===== config.mk =====
export PLATFORM = sky130hd
export DESIGN_NAME = nvdla_cdp_dp_lut_addr
export DESIGN_NICKNAME = d
export VERILOG_FILES = /design/src/rtl/nvdla_cdp_dp_lut_addr_pkg.sv /design/src/rtl/nvdla_cdp_lut_lane.sv /design/src/rtl/nvdla_cdp_dp_lut_addr.sv
export SDC_FILE = /design/constraint.sdc
export NUM_CORES = 1
export LEC_CHECK = 0
export BUFFER_PORTS_ARGS = -buffer_cell sky130_fd_sc_hd__buf_2
export CORE_MARGIN = 5
export CORE_UTILIZATION = 29
export CTS_CLUSTER_DIAMETER = 200
export DETAILED_ROUTE_END_ITERATION = 10
export PLACE_DENSITY_LB_ADDON = 0.05
export SYNTH_ARGS = -nofsm -noshare
export SYNTH_HDL_FRONTEND = slang
export SYNTH_SLANG_ARGS = --single-unit

===== constraint.sdc =====
create_clock -name nvdla_core_clk -period 2.5 [get_ports nvdla_core_clk]
set_input_delay 0.5 -clock nvdla_core_clk [delete_from_list [all_inputs] [get_ports nvdla_core_clk]]
set_output_delay 0.5 -clock nvdla_core_clk [all_outputs]
set_load 0.05 [all_outputs]

===== src/rtl/nvdla_cdp_dp_lut_addr_pkg.sv =====
// -----------------------------------------------------------------------------
// nvdla_cdp_dp_lut_addr_pkg
// Shared definitions for the CDP LUT addressing stage: lane geometry, field
// offsets inside one 52-bit lane result word, table sizes, the stage-1
// intermediate record and two small helper functions.
// Lane result word, MSB to LSB:
//   {lo_oflow, lo_uflow, lo_frac[15:0], lo_idx[8:0],
//    le_oflow, le_uflow, le_frac[15:0], le_idx[6:0]}
// -----------------------------------------------------------------------------
package nvdla_cdp_dp_lut_addr_pkg;

    localparam int TP        = 1;              // lanes per beat
    localparam int ICVTO     = 9;              // input-convert bits per element
    localparam int SUM_W     = 2*ICVTO + 3;    // lane window-sum width (21)
    localparam int FRAC_W    = 16;
    localparam int LE_IDX_W  = 7;
    localparam int LO_IDX_W  = 9;
    localparam int LANE_PD_W = 52;
    localparam int LE_ENTRIES = 64;
    localparam int LO_ENTRIES = 256;

    // sum - start is evaluated as a 33-bit two's-complement value.
    localparam int DIFF_W = 33;
    // Leading-one position width and the signed exponent width
    // (position 0..20 minus an 8-bit signed offset spans -127..148).
    localparam int LOD_W  = $clog2(SUM_W);
    localparam int EXP_W  = 10;

    // Field offsets inside one lane result word.
    localparam int LE_IDX_LSB   = 0;
    localparam int LE_FRAC_LSB  = 7;
    localparam int LE_UFLOW_BIT = 23;
    localparam int LE_OFLOW_BIT = 24;
    localparam int LO_IDX_LSB   = 25;
    localparam int LO_FRAC_LSB  = 34;
    localparam int LO_UFLOW_BIT = 50;
    localparam int LO_OFLOW_BIT = 51;

    // Performance counter slots.
    typedef enum logic [1:0] {
        PERF_LE_UFLOW = 2'd0,
        PERF_LE_OFLOW = 2'd1,
        PERF_LO_UFLOW = 2'd2,
        PERF_LO_OFLOW = 2'd3
    } perf_sel_e;

    // Stage-1 result per lane: underflow already decided, index not yet clamped.
    typedef struct packed {
        logic              lo_neg;
        logic [SUM_W-1:0]  lo_q;
        logic [FRAC_W-1:0] lo_frac;
        logic              le_neg;
        logic [SUM_W-1:0]  le_q;
        logic [FRAC_W-1:0] le_frac;
    } s1_t;

    // Position of the most significant set bit; 0 for a zero input.
    function automatic logic [LOD_W-1:0] lead_one(input logic [SUM_W-1:0] v);
        logic [LOD_W-1:0] p;
        p = '0;
        for (int i = 0; i < SUM_W; i++) begin
            if (v[i]) p = LOD_W'(i);
        end
        return p;
    endfunction

    // a + b, pinned at all-ones instead of wrapping.
    function automatic logic [31:0] sat_add(input logic [31:0] a, input logic [32:0] b);
        logic [33:0] s;
        s = {2'b00, a} + {1'b0, b};
        return (s[33:32] != 2'b00) ? 32'hFFFF_FFFF : s[31:0];
    endfunction

endpackage


===== src/rtl/nvdla_cdp_lut_lane.sv =====
// -----------------------------------------------------------------------------
// nvdla_cdp_lut_lane
// One lane of LUT addressing. Stage 1 subtracts the table start, shifts
// (linear) or finds the leading one (exponential) and registers the raw
// index/fraction; stage 2 clamps against the table size and packs the
// 52-bit lane word. Load enables come from the handshake logic in the top.
// Ports:
//   nvdla_core_clk / nvdla_core_rstn  clock, async active-low reset
//   s1_ld, s2_ld                      stage register load enables
//   sum                               unsigned lane window sum
//   le_* / lo_*                       static LUT configuration
//   pd                                registered lane result word
// -----------------------------------------------------------------------------
module nvdla_cdp_lut_lane
    import nvdla_cdp_dp_lut_addr_pkg::*;
(
    input  logic                 nvdla_core_clk,
    input  logic                 nvdla_core_rstn,
    input  logic                 s1_ld,
    input  logic                 s2_ld,
    input  logic [SUM_W-1:0]     sum,
    input  logic                 le_function,
    input  logic [31:0]          le_start,
    input  logic [7:0]           le_index_offset,
    input  logic [4:0]           le_index_select,
    input  logic [31:0]          lo_start,
    input  logic [4:0]           lo_index_select,
    output logic [LANE_PD_W-1:0] pd
);

    logic [DIFF_W-1:0]       lo_diff;
    logic [DIFF_W-1:0]       le_diff;
    logic [SUM_W+FRAC_W-1:0] lo_sh;
    logic [SUM_W+FRAC_W-1:0] le_sh;
    logic [LOD_W-1:0]        le_lead;
    logic [4:0]              le_amt;
    logic signed [EXP_W-1:0] le_exp;
    s1_t                     s1_new;
    s1_t                     s1_d;
    s1_t                     s1_q;
    logic [LANE_PD_W-1:0]    pd_new;
    logic [LANE_PD_W-1:0]    pd_d;
    logic [LANE_PD_W-1:0]    pd_q;

    // A non-negative difference never exceeds the sum, so its upper bits are
    // only needed as the sign.
    logic unused_lo_diff;
    assign unused_lo_diff = ^lo_diff[DIFF_W-2:SUM_W];

    // ---------------- stage 1: subtract, shift, leading-one ----------------
    always_comb begin
        // NOTE: every signal written here gets a value on every path, so no latch is inferred.
        lo_diff = {{(DIFF_W-SUM_W){1'b0}}, sum} - {1'b0, lo_start};
        le_diff = {{(DIFF_W-SUM_W){1'b0}}, sum} - {1'b0, le_start};

        // {d,16'b0} >> n: upper SUM_W bits are d>>n, lower 16 the fraction.
        lo_sh   = {lo_diff[SUM_W-1:0], {FRAC_W{1'b0}}} >> lo_index_select;

        // One shifter serves both LE modes: shift by the select in linear
        // mode, by the leading-one position in exponential mode.
        le_lead = lead_one(le_diff[SUM_W-1:0]);
        le_amt  = le_function ? le_index_select : le_lead;
        le_sh   = {le_diff[SUM_W-1:0], {FRAC_W{1'b0}}} >> le_amt;
        le_exp  = $signed({{(EXP_W-LOD_W){1'b0}}, le_lead})
                - $signed({{(EXP_W-8){le_index_offset[7]}}, le_index_offset});

        s1_new.lo_neg  = lo_diff[DIFF_W-1];
        s1_new.lo_q    = lo_sh[SUM_W+FRAC_W-1:FRAC_W];
        s1_new.lo_frac = lo_sh[FRAC_W-1:0];

        if (le_function) begin
            s1_new.le_neg  = le_diff[DIFF_W-1];
            s1_new.le_q    = le_sh[SUM_W+FRAC_W-1:FRAC_W];
            s1_new.le_frac = le_sh[FRAC_W-1:0];
        end else begin
            // Zero has no leading one, and a negative exponent is below the table.
            s1_new.le_neg  = le_diff[DIFF_W-1] | (le_diff == '0) | le_exp[EXP_W-1];
            s1_new.le_q    = {{(SUM_W-(EXP_W-1)){1'b0}}, le_exp[EXP_W-2:0]};
            s1_new.le_frac = le_sh[FRAC_W-1:0];
        end

        s1_d = s1_ld ? s1_new : s1_q;
    end

    // ---------------- stage 2: clamp and pack ----------------
    always_comb begin
        pd_new = '0;

        if (s1_q.lo_neg) begin
            pd_new[LO_UFLOW_BIT] = 1'b1;
        end else if (s1_q.lo_q >= SUM_W'(LO_ENTRIES)) begin
            pd_new[LO_OFLOW_BIT]                = 1'b1;
            pd_new[LO_IDX_LSB +: LO_IDX_W]      = LO_IDX_W'(LO_ENTRIES);
        end else begin
            pd_new[LO_IDX_LSB +: LO_IDX_W]      = s1_q.lo_q[LO_IDX_W-1:0];
            pd_new[LO_FRAC_LSB +: FRAC_W]       = s1_q.lo_frac;
        end

        if (s1_q.le_neg) begin
            pd_new[LE_UFLOW_BIT] = 1'b1;
        end else if (s1_q.le_q >= SUM_W'(LE_ENTRIES)) begin
            pd_new[LE_OFLOW_BIT]                = 1'b1;
            pd_new[LE_IDX_LSB +: LE_IDX_W]      = LE_IDX_W'(LE_ENTRIES);
        end else begin
            pd_new[LE_IDX_LSB +: LE_IDX_W]      = s1_q.le_q[LE_IDX_W-1:0];
            pd_new[LE_FRAC_LSB +: FRAC_W]       = s1_q.le_frac;
        end

        pd_d = s2_ld ? pd_new : pd_q;
    end

    always_ff @(posedge nvdla_core_clk or negedge nvdla_core_rstn) begin
        if (!nvdla_core_rstn) begin
            // NOTE: data registers are reset too, so the output word reads zero out of reset.
            s1_q <= '0;
            pd_q <= '0;
        end else begin
            // NOTE: non-blocking assignments keep every flop sampling pre-edge values.
            s1_q <= s1_d;
            pd_q <= pd_d;
        end
    end

    assign pd = pd_q;

endmodule


===== src/rtl/nvdla_cdp_dp_lut_addr.sv =====
// -----------------------------------------------------------------------------
// nvdla_cdp_dp_lut_addr
// LUT address generation for CDP interpolation. Takes per-lane window sums
// and produces LE/LO table indices, 16-bit fractions and underflow/overflow
// flags through a two-stage valid/ready pipeline (one beat per cycle,
// two-cycle latency). Per-lane arithmetic lives in nvdla_cdp_lut_lane.
// Optional feature macro: NVDLA_CDP_LUT_PERF_EN
//   defined   - four saturating 32-bit flag counters, cleared by reg2dp_perf_clr
//   undefined - counter ports tied to zero, perf_clr ignored
// Ports:
//   nvdla_core_clk / nvdla_core_rstn   clock, async active-low reset
//   sum2itp_pvld/prdy/pd               input sum beats (TP lanes of SUM_W)
//   reg2dp_lut_*                       static LUT configuration
//   reg2dp_perf_clr                    counter clear pulse
//   lut2intp_pvld/prdy/pd              result beats (TP lanes of 52 bits)
//   dp2reg_*_cnt                       flag counters
// -----------------------------------------------------------------------------
module nvdla_cdp_dp_lut_addr
    import nvdla_cdp_dp_lut_addr_pkg::*;
(
    input  logic                    nvdla_core_clk,
    input  logic                    nvdla_core_rstn,
    input  logic                    sum2itp_pvld,
    output logic                    sum2itp_prdy,
    input  logic [TP*SUM_W-1:0]     sum2itp_pd,
    input  logic                    reg2dp_lut_le_function,
    input  logic [31:0]             reg2dp_lut_le_start,
    input  logic [7:0]              reg2dp_lut_le_index_offset,
    input  logic [4:0]              reg2dp_lut_le_index_select,
    input  logic [31:0]             reg2dp_lut_lo_start,
    input  logic [4:0]              reg2dp_lut_lo_index_select,
    input  logic                    reg2dp_perf_clr,
    output logic                    lut2intp_pvld,
    input  logic                    lut2intp_prdy,
    output logic [TP*LANE_PD_W-1:0] lut2intp_pd,
    output logic [31:0]             dp2reg_le_uflow_cnt,
    output logic [31:0]             dp2reg_le_oflow_cnt,
    output logic [31:0]             dp2reg_lo_uflow_cnt,
    output logic [31:0]             dp2reg_lo_oflow_cnt
);

    logic s1_vld_d, s1_vld_q;
    logic s2_vld_d, s2_vld_q;
    logic s1_rdy, s2_rdy;
    logic s1_ld, s2_ld;

    // A stage can take a new beat when it is empty or its beat is leaving.
    always_comb begin
        s2_rdy   = ~s2_vld_q | lut2intp_prdy;
        s1_rdy   = ~s1_vld_q | s2_rdy;
        s1_ld    = sum2itp_pvld & s1_rdy;
        s2_ld    = s1_vld_q & s2_rdy;
        s1_vld_d = s1_rdy ? sum2itp_pvld : s1_vld_q;
        s2_vld_d = s2_rdy ? s1_vld_q : s2_vld_q;
    end

    always_ff @(posedge nvdla_core_clk or negedge nvdla_core_rstn) begin
        if (!nvdla_core_rstn) begin
            s1_vld_q <= 1'b0;
            s2_vld_q <= 1'b0;
        end else begin
            s1_vld_q <= s1_vld_d;
            s2_vld_q <= s2_vld_d;
        end
    end

    assign sum2itp_prdy  = s1_rdy;
    assign lut2intp_pvld = s2_vld_q;

    for (genvar i = 0; i < TP; i++) begin : g_lane
        nvdla_cdp_lut_lane u_lane (
            .nvdla_core_clk  (nvdla_core_clk),
            .nvdla_core_rstn (nvdla_core_rstn),
            .s1_ld           (s1_ld),
            .s2_ld           (s2_ld),
            .sum             (sum2itp_pd[i*SUM_W +: SUM_W]),
            .le_function     (reg2dp_lut_le_function),
            .le_start        (reg2dp_lut_le_start),
            .le_index_offset (reg2dp_lut_le_index_offset),
            .le_index_select (reg2dp_lut_le_index_select),
            .lo_start        (reg2dp_lut_lo_start),
            .lo_index_select (reg2dp_lut_lo_index_select),
            .pd              (lut2intp_pd[i*LANE_PD_W +: LANE_PD_W])
        );
    end

`ifdef NVDLA_CDP_LUT_PERF_EN
    logic [31:0] perf_cnt_d [4];
    logic [31:0] perf_cnt_q [4];
    logic [32:0] perf_inc   [4];
    logic        out_fire;

    // Counters advance on the output handshake, one count per flagged lane.
    // A clear in the same cycle wins over the increment.
    always_comb begin
        out_fire = s2_vld_q & lut2intp_prdy;
        for (int c = 0; c < 4; c++) perf_inc[c] = '0;
        for (int i = 0; i < TP; i++) begin
            perf_inc[PERF_LE_UFLOW] += 33'(lut2intp_pd[i*LANE_PD_W + LE_UFLOW_BIT]);
            perf_inc[PERF_LE_OFLOW] += 33'(lut2intp_pd[i*LANE_PD_W + LE_OFLOW_BIT]);
            perf_inc[PERF_LO_UFLOW] += 33'(lut2intp_pd[i*LANE_PD_W + LO_UFLOW_BIT]);
            perf_inc[PERF_LO_OFLOW] += 33'(lut2intp_pd[i*LANE_PD_W + LO_OFLOW_BIT]);
        end
        for (int c = 0; c < 4; c++) begin
            if (reg2dp_perf_clr)  perf_cnt_d[c] = '0;
            else if (out_fire)    perf_cnt_d[c] = sat_add(perf_cnt_q[c], perf_inc[c]);
            else                  perf_cnt_d[c] = perf_cnt_q[c];
        end
    end

    always_ff @(posedge nvdla_core_clk or negedge nvdla_core_rstn) begin
        if (!nvdla_core_rstn) begin
            for (int c = 0; c < 4; c++) perf_cnt_q[c] <= '0;
        end else begin
            for (int c = 0; c < 4; c++) perf_cnt_q[c] <= perf_cnt_d[c];
        end
    end

    assign dp2reg_le_uflow_cnt = perf_cnt_q[PERF_LE_UFLOW];
    assign dp2reg_le_oflow_cnt = perf_cnt_q[PERF_LE_OFLOW];
    assign dp2reg_lo_uflow_cnt = perf_cnt_q[PERF_LO_UFLOW];
    assign dp2reg_lo_oflow_cnt = perf_cnt_q[PERF_LO_OFLOW];
`else
    logic unused_perf_clr;
    assign unused_perf_clr     = reg2dp_perf_clr;
    assign dp2reg_le_uflow_cnt = '0;
    assign dp2reg_le_oflow_cnt = '0;
    assign dp2reg_lo_uflow_cnt = '0;
    assign dp2reg_lo_oflow_cnt = '0;
`endif

endmodule


# After elaboration in Yosys (flattened, before gate mapping)
# Index checks and enable logic that the tools add are counted.
[word_totals] register_bits=130 out_inout_bits=182 elab_cells=59 input_bits=109
[op_classes] n_mux=34 reduce_logical=1 n_lt_le_gt_ge=2 n_addsub=3 shifts=2 n_bitwise=8
[ops] cell="5-bit two-way mux" n=20
[ops] cell="37-bit by 5-bit >> shifter with 37-bit output" n=2
[ops] cell="21-bit by 32-bit subtractor with 33-bit output" n=2
[ops] cell="38-bit two-way mux" n=1
[ops] cell="33-bit logical NOT" n=1
[ops] cell="16-bit two-way mux" n=2
[ops] cell="25-bit two-way mux" n=1
[ops] cell="23-bit two-way mux" n=1
[ops] cell="21-bit by 7-bit >= comparator with 1-bit output, second input constant" n=1
[ops] cell="21-bit by 9-bit >= comparator with 1-bit output, second input constant" n=1
[ops] cell="9-bit two-way mux" n=1
[ops] cell="6-bit by 8-bit subtractor with 9-bit output" n=1
[ops] cell="1-bit two-way mux" n=7
[ops] cell="7-bit two-way mux" n=1
[ops] cell="1-bit OR" n=4
[ops] cell="1-bit bitwise AND" n=2
[ops] cell="1-bit inverter" n=2

# Depth between registers and ports, before layout
[depth] ltp_word=24 mapped_depth=24

# Cells and area by module
# Synthesis repeated with hierarchy kept, for this count alone.
[hier_totals] cells_unflattened=1473 hier_area_um2=11873.9
[by_module_without_submodules] module="nvdla_cdp_lut_lane" seq_area_each_um2=3203.1 n_inst=1 cells_each=1336 area_per_inst_um2=10805.4
[by_module_without_submodules] module="nvdla_cdp_dp_lut_addr" seq_area_each_um2=50.0 n_inst=1 cells_each=137 area_per_inst_um2=1068.5

# Least setup slack after synthesis
# Ideal clock, no wire load.
[synth_path] kind="in2reg" start="in sum2itp_pd[0]" end="reg g_lane[0].u_lane.s1_q[23] (netlist name)" arrival_time_ns=4.279 t_required_ns=2.374 setup_slack_ns=-1.905 stages=23 setup_ns=0.126 n_path_buf=0 cell_sequence="inv_1 > ha_1 > inv_1 > fa_1 > a211oi_1 > o21ai_1 > o2bb2ai_2 > o311ai_2 > xor2_1 > a311o_1 > o21ai_2 > nand2_1 > and2_1 > ha_1 > nor2b_1 > o21ai_0 > nand2b_1 > a21o_1 > a21oi_1 > nor3_1 > xor2_1 > nor2_1 > a221o_1"
[synth_via] elab_chain_cells=24 word_cells_on_any_way=25 cone_classes="add/sub: 2; shift: 1; mux: 22"
[synth_rtl] item="start, declared" line="nvdla_cdp_dp_lut_addr.sv:25" rtl="input logic [TP*SUM_W-1:0] sum2itp_pd,"
[synth_rtl] item="21-bit by 32-bit subtractor with 33-bit output (*)" line="nvdla_cdp_lut_lane.sv:54" rtl="le_diff = {{(DIFF_W-SUM_W){1'b0}}, sum} - {1'b0, le_start};"
[synth_rtl] item="1-bit two-way mux" line="nvdla_cdp_dp_lut_addr_pkg.sv:62" rtl="if (v[i]) p = LOD_W'(i);"
[synth_rtl] item="5-bit two-way mux (19 in series)" line="nvdla_cdp_dp_lut_addr_pkg.sv:62"
[synth_rtl] item="5-bit two-way mux" line="nvdla_cdp_lut_lane.sv:62" rtl="le_amt = le_function ? le_index_select : le_lead;"
[synth_rtl] item="37-bit by 5-bit >> shifter with 37-bit output" line="nvdla_cdp_lut_lane.sv:63" rtl="le_sh = {le_diff[SUM_W-1:0], {FRAC_W{1'b0}}} >> le_amt;"
[synth_rtl] item="38-bit two-way mux (*)" line="nvdla_cdp_lut_lane.sv:71" rtl="if (le_function) begin"
[synth_rtl] item="end signal, assigned" line="nvdla_cdp_lut_lane.sv:115" rtl="s1_q <= '0;"
[synth_rtl] item="end signal, assigned" line="nvdla_cdp_lut_lane.sv:119" rtl="s1_q <= s1_d;"
[synth_rtl] item="end, declared" line="nvdla_cdp_lut_lane.sv:40" rtl="s1_t s1_q;"
# Mark *: on every way between the ends. The rest lies on a longest branch, timed or not.
# A chain may end at the register's enable or synchronous reset.

# Final worst setup path
[layout_path] start="in sum2itp_pd[0]" end="reg g_lane[0].u_lane.s1_q[20] (netlist name)"
# The elaborated chain is that of the path after synthesis.

==> flow_metrics.py <==
metrics = {
    "cells_and_area": {
        "nets": 2095,
        "drive_gt1_frac": 0.4695,
        "num_antenna_cells": 0,
        "n_fill_cell": 3898,
        "syn_to_final_growth_pct": 56.67,
        "final_common_cell": "buf_4",
        "postLayoutCoreUtil": 0.4608,
        "layout_common_cells": "buf_4 (364), buf_2 (158), dfrtp_1 (130)",
    },
    "timing": {
        "rsz0062_at_grt": "true",
        "maxSlewHeadroom": 0.1153,
        "slew_viol_final": 0,
        "timing.final.ws_setup_ps": -1559,
        "min_period_over_period": 1.624,
        "fin_tns_setup_ps": -92480,
        "skew_ps": 13.64,
        "fmax_mhz": 246.4,
        "setup_viol": 76,
        "hold_viol": 0,
        "period_minus_slack_ps": 4059,
        "tightestPinTransition_ps": 1322,
    },
    "worst_hold_path": {
        "hold_path_class": "in2async",
    },
    "routing": {
        "viasPerCell": 4.806,
        "wl_um": 42780,
        "drtIter0Drc": 624,
        "firstDrtPassIters": 6,
        "wl_per_cell_um": 17.29,
        "ant_nets": 0,
        "drc": 0,
        "vias": 11890,
    },
    "synth": {
        "syn_area_um2": 11740,
        "syn_avg_cell_area_um2": 8.404,
        "ys_seq_area_frac": 0.2771,
        "syn_inst": 1397,
        "synth_cell_type_count": 91,
        "ys_warn_count": 0,
        "ys_async_sr_fraction": 1.000,
        "synth-main-ff-cell": "dfrtp_1",
        "ys_ff_latch": 130,
        "synth_edf_count": 0,
        "synth_area_leaders": "dfrtp_1 (28%), buf_4 (8.2%), mux2i_1 (5.8%), ha_1 (5.0%), a22o_1 (4.5%)",
        "synth.largest_area_cell": "dfrtp_1",
        "yosys.area.top_type_share": 0.2771,
    },
    "worst_setup_path": {
        "crit_arrival_ps": 4410,
        "path_common_cell": "o21ai_2",
        "crit_start": "sum2itp_pd[0]",
        "cp.required_ps": 2850,
        "crit_type": "in2reg",
        "rr_startpoint": "s1_vld_q",
        "crit_path_start_kind": "input port",
        "slowest_stage": "fa_2",
        "crit_path_end_kind": "register",
        "slowest_delay_ps": 440,
        "crit_fanout": 3,
    },
    "global_route": {
        "overflow": 0,
        "grt_pass1_wl_um": 66170,
        "antenna_found_initial": 0,
        "grt_pass1_vias": 11960,
        "grt_max_degree": 51,
        "grtUsageTotal": 0.1832,
    },
    "power": {
        "powerDensity_nw_per_um2": 647.5,
        "finalPower_mw": 11.91,
        "p_leak_nw": 8.793,
        "ir_worst_vdd_v": 0.0004609,
    },
    "clock_network": {
        "clkSlewWorstSetupHoldPaths_ps": 60,
        "htreeDepth": 4,
        "clk_latency_ps": 420,
        "cts_sinks": 130,
        "cts_tree": "built",
        "cts_made_buffers": 17,
        "clockRootBuffer": "clkbuf_16",
        "clk_path_buf_depth": 2,
        "hold_buffers": 0,
    },
    "die": {
        "die_x_um": 211.2,
        "ioPinCount": 291,
        "dieArea_um2": 44610,
        "rows": 73,
        "core_um2": 39910,
        "dieHeight_um": 211.2,
        "start_util": 0.2941,
    },
    "flow_run": {
        "cap_violations": 0,
    },
    "status": {
        "status": "finished with violations",
        "violations": "negative setup slack",
    },
    "place": {
        "place_congestion": 0.8721,
        "portBuffers": 161,
        "dpl.hpwl_um": 34390,
    },
}
cells in the mapped netlist (5+ instances only):
| library cell | number |
|---|---|
| o21ai_0 | 66 |
| or3_1 | 7 |
| o31ai_1 | 8 |
| o211ai_1 | 15 |
| a21o_1 | 28 |
| mux2i_1 | 68 |
| nand2b_1 | 14 |
| nand2_1 | 110 |
| dfrtp_1 | 130 |
| and3_1 | 8 |
| a221oi_1 | 8 |
| ha_1 | 47 |
| buf_2 | 11 |
| a31oi_1 | 8 |
| clkbuf_1 | 47 |
| a22o_1 | 60 |
| nor2b_1 | 12 |
| xor2_1 | 16 |
| a221o_1 | 15 |
| and2_1 | 11 |
| o21ai_1 | 14 |
| mux2_2 | 20 |
| nor3_1 | 37 |
| xnor2_1 | 25 |
| nor3b_1 | 5 |
| buf_4 | 128 |
| o22ai_1 | 5 |
| o21a_1 | 13 |
| nand3_1 | 21 |
| nand4_1 | 7 |
| a211oi_1 | 10 |
| buf_1 | 6 |
| nor4_1 | 14 |
| a22oi_1 | 13 |
| a21oi_1 | 88 |
| inv_1 | 76 |
| nor2_1 | 108 |
critical path: cells and delay by family:
family                     cells  cell delay, ps
AOI/OAI and AO/OA             10            1830
and+or+nand+nor                5             440
buffers and inverters          6             520
xor gates and xnor gates       2             310
adders and majority gates      3             810
power by group:
| group | internal [mW] | leakage (nW) | switching (mW) | total [mW] |
|---|---|---|---|---|
| logic | 3.15 | 6.79 | 3.55 | 6.70 |
| clock network | 1.66 | 0.304 | 0.955 | 2.61 |
| registers | 2.39 | 1.70 | 0.208 | 2.60 |
| total | 7.19 | 8.79 | 4.71 | 11.9 |
layer usage:
layer,global-route usage,share of wire,vias up
met5,0,0,-
met4,0.03979,0.013,0
met3,0.01782,0.035,25
met2,0.2909,0.46,284
met1,0.2706,0.49,5638
li1,-,-,5944
worst paths after layout:
check,cells past startpoint,slack (ps),to
setup / recovery,26,-1560,g_lane[0].u_lane.s1_q[20]
hold / removal,1,30,g_lane[0].u_lane.pd[47]
setup reg to reg,5,340,g_lane[0].u_lane.s1_q[59]
hold reg to reg,1,470,g_lane[0].u_lane.pd[33]
max in group asynchronous,2,1840,g_lane[0].u_lane.pd[5]
min in group nvdla_core_clk,2,330,s1_vld_q
kinds of logic after synthesis:
family | synth area share
other cells | 0.0003194
xor+xnor | 0.03059
mux | 0.08920
flops | 0.2771
fa+ha+maj | 0.05521
compound gates | 0.2622
simple gates | 0.1547
buf+inv | 0.1307
repair_timing:
action | in CTS | in global routing
pin swaps | 95 | 102
setup buffers | 44 | 36
endpoints found under the setup margin | 76 | 76
gates resized for setup | 223 | 147
state kept, by name, indices dropped and copies added (netlist names):
register and flops:
s1_vld_q 1, g_lane.u_lane.s1_q 76, lut2intp_pvld 1, g_lane.u_lane.pd 52
cell type report:
type,instances,area (um2),share of cell area
sequential,130,3253,0.1769
tap,525,656.9,0.03571
multi-input combinational,1123,9219,0.5012
timing repair buffer,588,4332,0.2355
clock inverter,11,151.4,0.008231
clock buffer,21,470.5,0.02558
inverter,76,310.3,0.01687
through the flow:
stage	cell area (um2)	setup WS [ps]	cells	hold WS (ps)
2_1_floorplan	12550	-1721	1524	204.4
3_3_place_gp	15540	-2278	2380	460.6
3_5_place_dp	15540	-2328	2380	461.9
4_1_cts	17450	-1496	2447	30.05
5_1_grt	18390	-1747	2474	58.56
6_report	18390	-1559	2474	25.97
Note: power is estimated with default switching activity, not from simulation.
